## config.mk

```make
export PLATFORM = sky130hd
export DESIGN_NAME = mem_burst_initiator
export DESIGN_NICKNAME = d
export VERILOG_FILES = /design/src/rtl/mem_burst_initiator.sv
export SDC_FILE = /design/constraint.sdc
export NUM_CORES = 1
export LEC_CHECK = 0
export CAP_MARGIN = 20
export CELL_PAD_IN_SITES_DETAIL_PLACEMENT = 1
export CELL_PAD_IN_SITES_GLOBAL_PLACEMENT = 1
export CORE_MARGIN = 2
export CORE_UTILIZATION = 38
export DETAILED_ROUTE_END_ITERATION = 10
export GPL_TIMING_DRIVEN = 0
export PLACE_DENSITY_LB_ADDON = 0.1
export SETUP_SLACK_MARGIN = 0.2
export SLEW_MARGIN = 15
export SYNTH_ARGS = -nofsm -noshare
export SYNTH_HDL_FRONTEND = slang
export SYNTH_SLANG_ARGS = --single-unit
```

## constraint.sdc

```tcl
create_clock -name clock -period 9.56 [get_ports clock]
set_input_delay 0.956 -clock clock [delete_from_list [all_inputs] [get_ports clock]]
set_output_delay 0.956 -clock clock [all_outputs]
set_load 0.02 [all_outputs]
```

## src/rtl/mem_burst_initiator.sv

```systemverilog
// Burst initiator: turns one 1/4/8/16-word core request into word beats on the memory port.
// Optional busy watchdog is compiled in with `define BUSY_TIMEOUT_EN.
module mem_burst_initiator #(
    parameter logic [31:0] START_ADDR = 32'h8002_0000,
    parameter int unsigned DEPTH      = 1048576
`ifdef BUSY_TIMEOUT_EN
    ,
    parameter int unsigned TIMEOUT_CYCLES = 255
`endif
) (
    input  logic        clock,
    input  logic        reset_n,
    input  logic        req_valid,
    output logic        req_ready,
    input  logic [31:0] req_addr,
    input  logic        req_rw,
    input  logic [1:0]  req_size,
    input  logic [31:0] wdata,
    input  logic        wdata_valid,
    output logic        wdata_ready,
    output logic        resp_valid,
    output logic [31:0] resp_data,
    output logic        resp_last,
    output logic        done,
    output logic        err,
    output logic [31:0] mem_address,
    output logic [31:0] mem_data_in,
    output logic [1:0]  mem_access_size,
    output logic        mem_rw,
    output logic        mem_enable,
    input  logic        mem_busy,
    input  logic [31:0] mem_data_out
);

    typedef enum logic [1:0] {IDLE, ACCESS, CAPTURE, FINISH} state_t;

    localparam logic [32:0] WIN_LAST = {1'b0, START_ADDR} + 33'(DEPTH) - 33'd1;

    state_t      state, state_nxt;
    logic [31:0] addr_q;
    logic        rw_q;
    logic [1:0]  size_q;
    logic [4:0]  count_q;
    logic [4:0]  req_beats;
    logic [32:0] req_end;
    logic        req_reject;
    logic        beat_accept;
    logic        last_beat;
    logic        timeout_hit;

    always_comb begin
        case (req_size)
            2'b00:   req_beats = 5'd1;
            2'b01:   req_beats = 5'd4;
            2'b10:   req_beats = 5'd8;
            default: req_beats = 5'd16;
        endcase
    end

    // 33-bit end address so a burst wrapping past 2^32 compares as out of window.
    assign req_end    = {1'b0, req_addr} + {26'd0, req_beats, 2'b00} - 33'd1;
    assign req_reject = (req_addr[1:0] != 2'b00) || (req_addr < START_ADDR) || (req_end > WIN_LAST);

    assign beat_accept = (state == ACCESS) && mem_enable && !mem_busy;
    assign last_beat   = (count_q == 5'd1);

`ifdef BUSY_TIMEOUT_EN
    logic [31:0] busy_cnt;

    assign timeout_hit = (state == ACCESS) && mem_enable && mem_busy &&
                         (busy_cnt == 32'(TIMEOUT_CYCLES - 1));

    always_ff @(posedge clock or negedge reset_n) begin
        if (!reset_n)
            busy_cnt <= '0;
        else if (state != ACCESS || beat_accept || timeout_hit)
            busy_cnt <= '0;
        else if (mem_enable && mem_busy)
            busy_cnt <= busy_cnt + 32'd1;
    end
`else
    assign timeout_hit = 1'b0;
`endif

    // NOTE: sequential state uses non-blocking assignments so every register samples pre-edge values.
    always_ff @(posedge clock or negedge reset_n) begin
        if (!reset_n)
            state <= IDLE;
        else
            state <= state_nxt;
    end

    always_comb begin
        state_nxt = state;
        case (state)
            IDLE:    if (req_valid && !req_reject) state_nxt = ACCESS;
            ACCESS: begin
                if (timeout_hit)
                    state_nxt = IDLE;
                else if (beat_accept)
                    state_nxt = rw_q ? CAPTURE : (last_beat ? FINISH : ACCESS);
            end
            CAPTURE: state_nxt = last_beat ? FINISH : ACCESS;
            default: state_nxt = IDLE;
        endcase
    end

    always_comb begin
        // NOTE: every output gets a default first so no path through the case infers a latch.
        req_ready       = 1'b0;
        wdata_ready     = 1'b0;
        done            = 1'b0;
        mem_enable      = 1'b0;
        mem_data_in     = '0;
        mem_address     = '0;
        mem_rw          = 1'b0;
        mem_access_size = '0;
        case (state)
            IDLE: req_ready = 1'b1;
            ACCESS: begin
                mem_address     = addr_q;
                mem_rw          = rw_q;
                mem_access_size = size_q;
                if (rw_q) begin
                    mem_enable = 1'b1;
                end else begin
                    mem_enable  = wdata_valid;
                    mem_data_in = wdata;
                    wdata_ready = wdata_valid && !mem_busy;
                end
            end
            CAPTURE: begin
                mem_address     = addr_q;
                mem_rw          = rw_q;
                mem_access_size = size_q;
            end
            default: begin
                mem_address     = addr_q;
                mem_rw          = rw_q;
                mem_access_size = size_q;
                done            = 1'b1;
            end
        endcase
    end

    always_ff @(posedge clock or negedge reset_n) begin
        if (!reset_n) begin
            addr_q     <= '0;
            rw_q       <= 1'b0;
            size_q     <= '0;
            count_q    <= '0;
            resp_data  <= '0;
            resp_valid <= 1'b0;
            resp_last  <= 1'b0;
            err        <= 1'b0;
        end else begin
            resp_valid <= 1'b0;
            resp_last  <= 1'b0;
            err        <= 1'b0;
            case (state)
                IDLE: begin
                    if (req_valid) begin
                        if (req_reject) begin
                            err <= 1'b1;
                        end else begin
                            addr_q  <= req_addr;
                            rw_q    <= req_rw;
                            size_q  <= req_size;
                            count_q <= req_beats;
                        end
                    end
                end
                ACCESS: begin
                    if (timeout_hit) begin
                        err <= 1'b1;
                    end else if (beat_accept && !rw_q) begin
                        addr_q  <= addr_q + 32'd4;
                        count_q <= count_q - 5'd1;
                    end
                end
                CAPTURE: begin
                    resp_data  <= mem_data_out;
                    resp_valid <= 1'b1;
                    resp_last  <= last_beat;
                    addr_q     <= addr_q + 32'd4;
                    count_q    <= count_q - 5'd1;
                end
                default: ;
            endcase
        end
    end

endmodule

```

==> key figures, run 1 <==
Placement
  – Input/output buffers: between 200 and 250
  – Placed cells: between 1000 and 1500
  – Pre-CTS setup slack: between 3000 and 4000 ps
  – Placer Congestion: 0.936
  – Dpl hpwl: 21.7 mm

GRT
  – GRT Util Overall: 0.265
  – Total gr overflow: 0
  – Initial antenna violation count: 0
  – First-pass GRT wire length: 41.9 mm
  – Vias in the first global route: 7619
  – Largest net degree at the start of global routing: 49

Critical path
  – CP arrival: 5630 ps
  – Crit path cell chain: clkdlybuf4s50_1 -> nor2_1 -> inv_1 -> ha_1 -> fa_1 -> nand2b_1 -> a21oi_1 -> o21ai_1 -> a31oi_1 -> a21oi_1 -> o41ai_1 -> xnor2_1 -> and2_1 -> o21bai_4 -> a21oi_2 -> buf_2 -> a222oi_1
  – Crit path capture type: flop
  – CP Class: input pin to flop
  – Required time worst endpoint: ~9700 ps
  – Max stage delay on crit path: 490 ps
  – Slowest CP cell: clkdlybuf4s50_1
  – Worst-path fanout max: 10
  – Startpoint Class: input pin
  – Most frequent CP cell: a21oi_1

Detailed routing
  – Antenna viol nets, final: 0
  – Vias: 7611
  – Initial DRC Count: 471
  – DR vias/cell: 5.67
  – Wirelength per Cell: 20.4 um
  – Final wirelength: around 27 mm
  – Drc violations: 0
  – 1st-pass router iterations: 6

Final layout
  – Layout area overhead: 37.5%
  – Finished Layout Cells: roughly 1300
  – Antenna Cells: 0
  – Fin nets: 1265
  – Share of layout cells above drive strength 1: 0.0974

Timing
  – Final max-slew violation count: 0
  – Final Skew: 9.19 ps
  – Setup Viol. Count Final: 0
  – Crit share post-route: 0.571
  – Unrepaired setup endpoints after global routing: no
  – Slew HR: 0.547
  – Worst Max-Slew Pin Slew: 679 ps
  – Setup TNS: 0 ps
  – Setup WS post-layout: 4100 ps
  – Period minus WS final: ~5500 ps
  – Top achievable clock speed: 183 MHz
  – Final Hold Vio Count: 0

CTS
  – CTS H-tree depth: 3
  – TritonCTS Buffers: 9
  – Skew-Pair Late Insertion Delay: 350 ps
  – Post-CTS sizing: 0
  – Post-CTS setup repair buffer count: 0
  – Clock root buffer: clkbuf_16
  – Clock transition at path regs: 70 ps
  – CTS tree: built
  – CTS hold repair buffers: 0
  – Clock buffer depth: 2
  – CTS sink cnt: 77

Die
  – Number of I/O pins: 210
  – Die Width: 142 um
  – Die height: 142 um
  – Die ar.: between 20000 and 25000 um^2
  – Initial core utilization: 0.387
  – Core box area: 18700 um^2
  – Row cnt: 50

Logic synthesis
  – Cell variety after synth: 80
  – Warnings from Yosys: 0
  – Most common cell in the netlist: inv_1
  – Register area share after synthesis: 0.266
  – Area leader, netlist: dfrtp_1
  – Main synth FF type: dfrtp_1
  – Post-synth EDFFs: 0
  – Syn avg cell area: 8.20 um^2
  – Post-Syn Nets: around 1000
  – Yosys reg bits: 77
  – Synth top cells by count: inv_1, dfrtp_1, nor2_1
  – Ys async rst share: 1.00
  – Area share of the largest cell type after synthesis: 0.266
  – Area contributors post-synth: dfrtp_1, ha_1, mux2_2
  – Post-Syn Instances: 883
  – Post-synthesis cell area: 7240 um^2

Pwr
  – Net Sw Power: around 0.0013 W
  – Leak: around 4.2 nW
  – Int Power: 0.00145 W
  – Max rail drop VDD: 114 uV
  – Cell Pwr Density: 278 nW/um^2
  – Clock power share: 0.134
  – Part of the power in registers: 0.206
  – Sw frac: 0.475
  – Power share of the combinational group: 0.660

Status
  – Status: completed

Flow run
  – Max-cap violations: 0

Min path
  – Min-Delay Path Class: flop to flop
[power groups by stage]
stage,clock network (W),logic [W],registers [W]
after global routing,0.000384,0.00196,0.000590
after detailed placement,0,0.00181,0.000574
final,0.000370,0.00183,0.000571
after global placement,0,0.00178,0.000565
after floorplan,0,0.00101,0.000620
after CTS,0.000372,0.00182,0.000570
[worst max-delay path: cells and delay by family]
kind / cells / cell delay (ps)
AO/OA/AOI/OAI: 8 / 2190
XOR/XNOR: 1 / 160
adder cells (fa/ha/maj): 2 / 750
buffers and inverters: 3 / 920
AND/OR/NAND/NOR: 3 / 640
[per-stage QoR]
step	hold slack (ps)	util	cell area, um^2	power, W
after global placement	481	0.515	9630	0.00235
after CTS	503	0.532	9960	0.00276
final	498	0.532	9960	0.00277
after floorplan	471	-	7240	0.00163
after detailed placement	487	0.516	9650	0.00239
after global routing	516	0.532	9960	0.00293
[cell families (layout without fill, tap and decap cells)]
logic type | after synthesis | in the layout | share of synthesized area
compound gates | 218 | 218 | 0.215
mux | 51 | 51 | 0.0783
flops | 77 | 77 | 0.266
fa+ha+maj | 57 | 57 | 0.0995
simple gates | 324 | 324 | 0.242
xor+xnor | 16 | 16 | 0.0193
buf+inv | 140 | 366 | 0.0796
[final cells by class]
type / count / area [um^2]
Sequential cell: 77 / 1930
Clock buffer: 9 / 225
Fill cell: 2238 / 8750
Buffer: 49 / 235
Multi-Input combinational cell: 666 / 4740
Tap cell: 234 / 293
Timing Repair Buffer: 210 / 2120
Clock inverter: 7 / 80.1
Inverter: 91 / 342
[registers in the layout, summed over array words and instances (netlist names)]
register,cells
addr_q,32
count_q,5
err,1
resp_data,32
resp_last,1
resp_valid,1
rw_q,1
size_q,2
state,2
[final timing paths]
check | start | end | slack [ps] | cells after the start
min in group asynchronous | reset_n | addr_q[22] | 560 | 1
worst min-delay path | addr_q[0] | addr_q[0] | 500 | 1
worst max-delay path | req_size[1] | addr_q[5] | 4100 | 17
worst max register to register | state[1] | addr_q[8] | 5600 | 13
worst min register to register | addr_q[0] | addr_q[0] | 500 | 1
max in group asynchronous | reset_n | resp_valid | 8400 | 2
[routing by layer]
| layer | vias to the layer above | track usage | share of wire |
|---|---|---|---|
| met1 | 3768 | 0.355 | 0.45 |
| met2 | 182 | 0.456 | 0.49 |
| met3 | 36 | 0.0188 | 0.037 |
| li1 | 3625 | - | - |
| met5 | - | 0 | 0 |
| met4 | 0 | 0.0858 | 0.024 |
[layout by cell type (no fill, tap or decap), types with 10 or more instances in the layout]
master	Yosys	routed
a21oi_1	46	46
a222oi_1	26	26
and2_1	38	38
and3_1	18	18
buf_2	17	17
clkbuf_1	28	28
clkdlybuf4s50_1	0	208
dfrtp_1	77	77
ha_1	56	56
inv_1	90	90
mux2_2	44	44
nand2_1	45	45
nand2b_1	14	14
nand3_1	39	39
nand4_1	36	36
nor2_1	68	68
nor2b_1	16	16
nor3_1	17	17
o211ai_1	10	10
o21a_1	20	20
o21ai_0	42	42
xnor2_1	10	10
Note: power is estimated with default switching activity, not from simulation.
==> inputs of run 2 (changes only) <==
--- a/config.mk
+++ b/config.mk
@@ -9,7 +9,7 @@
 export CELL_PAD_IN_SITES_DETAIL_PLACEMENT = 1
 export CELL_PAD_IN_SITES_GLOBAL_PLACEMENT = 1
 export CORE_MARGIN = 2
-export CORE_UTILIZATION = 38
+export CORE_UTILIZATION = 36
 export DETAILED_ROUTE_END_ITERATION = 10
 export GPL_TIMING_DRIVEN = 0
 export PLACE_DENSITY_LB_ADDON = 0.1
==> constraint.sdc (replaced) <==
create_clock -name clock -period 5.4 [get_ports clock]
set_input_delay 0.54 -clock clock [delete_from_list [all_inputs] [get_ports clock]]
set_output_delay 0.54 -clock clock [all_outputs]
set_load 0.02 [all_outputs]
==> run 2 against run 1 <==
- final area increased by 0.97%
- clock power rose by 74%
- combinational power up 76%
- worst setup slack got worse by 3600 ps
- global-route usage is 1.0 points lower
- cell count up 2.8%
- critical path depth stayed put
==> key figures, run 2 (synthesis gave the netlist of run 1 again) <==
Pwr
  – Leak: 4.21 nW
  – Int Power: 0.00258 W
  – Max rail drop VDD: 210 uV
  – Net Sw Power: approximately 0.0023 W
  – Clock power share: 0.132
  – Cell Pwr Density: 485 nW/um^2
  – Part of the power in registers: 0.208
  – Total Power: 0.00488 W
  – Power share of the combinational group: 0.661
  – Sw frac: 0.472

Critical path
  – R2R Path Start: state[1]
  – Worst-path fanout max: 10
  – Worst flop-to-flop path endpoint: count_q[3]
  – Slowest CP cell: clkdlybuf4s50_1
  – Startpoint Class: input pin
  – R2R depth: 13
  – Required time worst endpoint: between 5000 and 6000 ps
  – Crit path cell chain: clkdlybuf4s50_1 -> nor2_1 -> inv_1 -> ha_1 -> fa_1 -> or4_1 -> a2111oi_2 -> o21ai_1 -> a2111oi_2 -> nand4_1 -> a2111oi_2 -> a41oi_1 -> and4b_4 -> o21bai_4 -> a21oi_2 -> buf_2 -> a222oi_1
  – CP Class: input pin to flop
  – Crit path capture type: flop
  – Max stage delay on crit path: roughly 490 ps
  – R2R setup slack: 1440 ps
  – CP arrival: 5110 ps
  – Most frequent CP cell: a2111oi_2

Placement
  – Dpl hpwl: around 22 mm
  – Placer Congestion: approximately 0.87
  – Input/output buffers: 209
  – Placed cells: 1358

Final layout
  – Finished Layout Cells: around 1400
  – Share of layout cells above drive strength 1: 0.104
  – Filler cells: approximately 2400
  – Layout area overhead: 38.8%
  – Leading cell type in the layout, fill and taps excluded: clkdlybuf4s50_1
  – Most frequent cells in the layout: clkdlybuf4s50_1, inv_1, dfrtp_1
  – Utilization after layout: 0.513
  – Fin nets: 1270
  – Biggest regs: addr_q x32, resp_data x32, count_q x5

Detailed routing
  – Antenna viol nets, final: 0
  – Final wirelength: around 28 mm
  – Drc violations: 0
  – Wirelength per Cell: about 20 um
  – DR vias/cell: between 5 and 6
  – Initial DRC Count: around 450
  – 1st-pass router iterations: 6
  – Vias: 7659

CTS
  – CTS tree: built
  – CTS sink cnt: 77
  – Skew-Pair Late Insertion Delay: 340 ps
  – Clock transition at path regs: about 70 ps
  – Clock buffer depth: 2
  – CTS hold repair buffers: 0
  – CTS H-tree depth: 3
  – Clock root buffer: clkbuf_16
  – TritonCTS Buffers: 9

Timing
  – Crit share post-route: 0.905
  – Final Hold Vio Count: 0
  – Fin Hold WS: around 130 ps
  – Period minus WS final: roughly 4900 ps
  – Top achievable clock speed: 205 MHz
  – Slew HR: 0.530
  – Unrepaired setup endpoints after global routing: no
  – Final Skew: 7.62 ps
  – Worst Max-Slew Pin Slew: between 700 and 800 ps
  – Final max-slew violation count: 0
  – Setup Viol. Count Final: 0
  – Setup TNS: 0 ps

Die
  – Die ar.: 21300 um^2
  – Number of I/O pins: 210
  – Row cnt: 51
  – Core box area: between 15000 and 20000 um^2
  – Initial core utilization: 0.370
  – Die height: about 150 um
  – Die Width: roughly 150 um

Flow run
  – Max-cap violations: 0

GRT
  – Initial antenna violation count: 1
  – GRT Util Overall: 0.255
  – First-pass GRT wire length: 43.4 mm
  – Vias in the first global route: 7587
  – Total gr overflow: 0
  – Largest net degree at the start of global routing: 46

Status
  – Status: completed

Min path
  – Min-Delay Path Class: input pin to asynchronous set/reset pin
run 2: cell count changes in the layout (fill, tap and decap cells not counted), sizes merged:
cell	before	now
inv	95	94
clkinv	1	3
buf	23	27
clkinvlp	1	0
clkbuf	37	38
diode	0	1
run 2: power by group through the flow:
stage          logic [W]  clock network, W  registers, W
2_1_floorplan    0.00179                 0       0.00110
3_3_place_gp     0.00315                 0       0.00100
3_5_place_dp     0.00321                 0       0.00102
4_1_cts          0.00323          0.000651       0.00101
5_1_grt          0.00348          0.000668       0.00105
6_report         0.00322          0.000643       0.00101
run 2: final cells by class:
class | instances | area, um^2 | area share
Antenna cell | 1 | 2.50 | 0.000249
Inverter | 91 | 342 | 0.0340
Clock inverter | 7 | 81.3 | 0.00809
Timing Repair Buffer | 215 | 2150 | 0.214
Sequential cell | 77 | 1930 | 0.192
Clock buffer | 9 | 225 | 0.0224
Multi-Input combinational cell | 666 | 4750 | 0.473
Buffer | 49 | 238 | 0.0236
Tap cell | 265 | 332 | 0.0330
run 2: how the worst max path moves through the flow:
| stage | start | endpoint | slack (ps) | cells after the start |
|---|---|---|---|---|
| 6_report | req_size[1] | addr_q[22] | 510 | 17 |
| 5_1_grt | req_size[1] | addr_q[9] | 270 | 17 |
| 4_1_cts | req_size[1] | addr_q[26] | 390 | 17 |
| 3_5_place_dp | req_size[1] | addr_q[26] | 60 | 17 |
| 3_3_place_gp | req_size[1] | addr_q[5] | 170 | 17 |
| 2_1_floorplan | req_size[1] | addr_q[2] | 1260 | 17 |
run 2: timing repair:
item | CTS | global route
resized for setup | 0 | 5
buffers inserted | 0 | 5
endpoints found under the setup margin | 0 | 28
run 2: metrics by stage:
stage | setup slack [ps] | instance area, um^2
final | 512 | 10100
after floorplan | 1260 | 7240
after global placement | 172 | 9670
after global routing | 266 | 10100
after CTS | 386 | 10000
after detailed placement | 61.1 | 9690
run 2: worst max-delay path, delay by kind of cell:
family / cells / cell delay, ps
buffers and inverters: 3 / 840
and+or+nand+nor: 4 / 1080
adders and majority gates: 2 / 770
AOI/OAI and AO/OA: 8 / 1890
run 2: per-layer routing:
layer	GRT usage	wire [um]
met1	0.340	12100
met4	0.0495	278
met2	0.447	13800
met3	0.0310	1300
met5	0	0
==> inputs of run 3 (changes only) <==
--- a/config.mk
+++ b/config.mk
@@ -8,7 +8,6 @@
 export CAP_MARGIN = 20
 export CELL_PAD_IN_SITES_DETAIL_PLACEMENT = 1
 export CELL_PAD_IN_SITES_GLOBAL_PLACEMENT = 1
-export CORE_MARGIN = 2
 export CORE_UTILIZATION = 36
 export DETAILED_ROUTE_END_ITERATION = 10
 export GPL_TIMING_DRIVEN = 0
==> run 3 against run 2 <==
- worst setup slack got worse by 16 ps
- combinational power about the same
- via count decreased by 1.5%
- register-to-register slack improved by 40 ps
- sequential share of layout area increased by 0.098 points
- fmax decreased by 0.34%
- clock-buffer cell count unchanged
- power decreased by 1.5%
- final area decreased by 0.51%
- die area decreased by 2.7%
- clock skew decreased by 1.5 ps
- wire length decreased by 2.7%
==> key figures, run 3 (synthesis gave the netlist of run 1 again) <==
Detailed routing
  – 1st-pass router iterations: 6
  – Wirelength per Cell: between 15 and 20 um
  – Final wirelength: 26.8 mm
  – Initial DRC Count: 400
  – Vias: ~7500
  – Drc violations: 0
  – DR vias/cell: 5.47
  – Antenna viol nets, final: 0

GRT
  – Largest net degree at the start of global routing: 45
  – First-pass GRT wire length: 41.0 mm
  – Initial antenna violation count: 1
  – GRT Util Overall: 0.256
  – Total gr overflow: 0
  – Vias in the first global route: about 7500

CTS
  – Skew-Pair Late Insertion Delay: between 300 and 400 ps
  – CTS H-tree depth: 3
  – Clock buffer depth: 2
  – CTS tree: built
  – CTS hold repair buffers: 0
  – TritonCTS Buffers: 9
  – Clock root buffer: clkbuf_16
  – Clock transition at path regs: 70 ps
  – CTS sink cnt: slightly below 80

Placement
  – Placer Congestion: roughly 0.88
  – Dpl hpwl: roughly 22 mm
  – Placed cells: 1358
  – Pre-CTS setup slack: around 130 ps
  – Input/output buffers: 209

Die
  – Core box area: 19600 um^2
  – Number of I/O pins: between 200 and 250
  – Die Width: 144 um
  – Initial core utilization: 0.370
  – Row cnt: 51
  – Die height: 144 um
  – Die ar.: 20700 um^2

Timing
  – Setup Viol. Count Final: 0
  – Crit share post-route: 0.908
  – Final Skew: 6.10 ps
  – Setup TNS: 0 ps
  – Worst Max-Slew Pin Slew: 716 ps
  – Final max-slew violation count: 0
  – Period minus WS final: 4900 ps
  – Unrepaired setup endpoints after global routing: no
  – Top achievable clock speed: approximately 200 MHz
  – Slew HR: 0.522
  – Setup WS post-layout: 495 ps
  – Final Hold Vio Count: 0
  – Fin Hold WS: 171 ps

Critical path
  – Max stage delay on crit path: 510 ps
  – Most frequent CP cell: a21oi_1
  – CP startpoint: req_size[1]
  – CP Class: input pin to flop
  – Required time worst endpoint: 5590 ps
  – Slowest CP cell: clkdlybuf4s50_1
  – Worst-path fanout max: 10
  – CP arrival: 5090 ps
  – R2R Path Start: state[1]
  – Crit path cell chain: clkdlybuf4s50_1 -> nor2_1 -> inv_1 -> ha_1 -> fa_1 -> nand2b_1 -> a21oi_1 -> o21ai_1 -> a31oi_1 -> a21oi_1 -> o41ai_1 -> xnor2_1 -> and2_1 -> o21bai_4 -> a21oi_2 -> buf_2 -> a222oi_1
  – Startpoint Class: input pin
  – Crit path capture type: flop

Pwr
  – Net Sw Power: 0.00228 W
  – Max rail drop VDD: about 260 uV
  – Power share of the combinational group: 0.666
  – Leak: 4.18 nW
  – Cell Pwr Density: 481 nW/um^2
  – Clock power share: 0.124
  – Int Power: 0.00253 W
  – Part of the power in registers: 0.210
  – Sw frac: 0.475

Final layout
  – Biggest regs: addr_q x32, resp_data x32, count_q x5
  – Utilization after layout: 0.511
  – Most frequent cells in the layout: clkdlybuf4s50_1, inv_1, dfrtp_1
  – Layout area overhead: 38.1%
  – Leading cell type in the layout, fill and taps excluded: clkdlybuf4s50_1
  – Share of layout cells above drive strength 1: 0.0998
  – Finished Layout Cells: about 1400
  – Fin nets: 1268

Flow run
  – Max-cap violations: 0

Min path
  – Min-Delay Path Class: input pin to asynchronous set/reset pin

Status
  – Status: completed
==> run 3: area by class of cell <==
type                       count  area, um^2
inverter                      91         342
buffer                        49         238
clock buffer                   9         225
timing repair buffer         213        2140
sequential                    77        1930
antenna                        1        2.50
multi-input combinational    666        4740
clock inverter                 7        58.8
tap                          265         332
fill                        2383        9590
==> run 3: layer usage <==
metal  vias to the layer above  global-route usage  share of wire
met5                         -                   0              0
met3                        26              0.0383          0.041
li1                       3647                   -              -
met1                      3711               0.332           0.45
met2                       158               0.445           0.50
met4                         0              0.0549          0.014
==> run 3: final timing paths <==
kind | end | slack, ps | cells past startpoint
worst max-delay path | addr_q[6] | 500 | 17
worst min register to register | size_q[0] | 510 | 1
min in group clock | size_q[0] | 510 | 1
max in group asynchronous | resp_data[14] | 4630 | 2
worst min-delay path | addr_q[22] | 170 | 1
worst max register to register | addr_q[6] | 1480 | 13
==> run 3: critical path: cells and delay by family <==
| family | cells | cell delay, ps |
|---|---|---|
| AOI/OAI and AO/OA | 8 | 2080 |
| xor gates and xnor gates | 1 | 160 |
| buffers and inverters | 3 | 930 |
| adders and majority gates | 2 | 750 |
| and+or+nand+nor | 3 | 640 |
==> run 3: power by group through the flow <==
| stage | logic (W) | clock network (W) | registers (W) |
|---|---|---|---|
| finish | 0.00320 | 0.000594 | 0.00101 |
| global route | 0.00345 | 0.000627 | 0.00104 |
| CTS | 0.00321 | 0.000603 | 0.00101 |
| detailed placement | 0.00320 | 0 | 0.00102 |
| global placement | 0.00314 | 0 | 0.00100 |
| floorplan | 0.00179 | 0 | 0.00110 |
==> run 3: through the flow <==
step | area, um^2 | total power (W)
2_1_floorplan | 7240 | 0.00289
3_3_place_gp | 9670 | 0.00414
3_5_place_dp | 9690 | 0.00422
4_1_cts | 9970 | 0.00482
5_1_grt | 10000 | 0.00512
6_report | 10000 | 0.00481
==> run 3: repair_timing <==
| item | in CTS | in global routing |
|---|---|---|
| setup buffers | 0 | 3 |
| endpoints found under the setup margin | 0 | 4 |
| gates resized for setup | 0 | 1 |
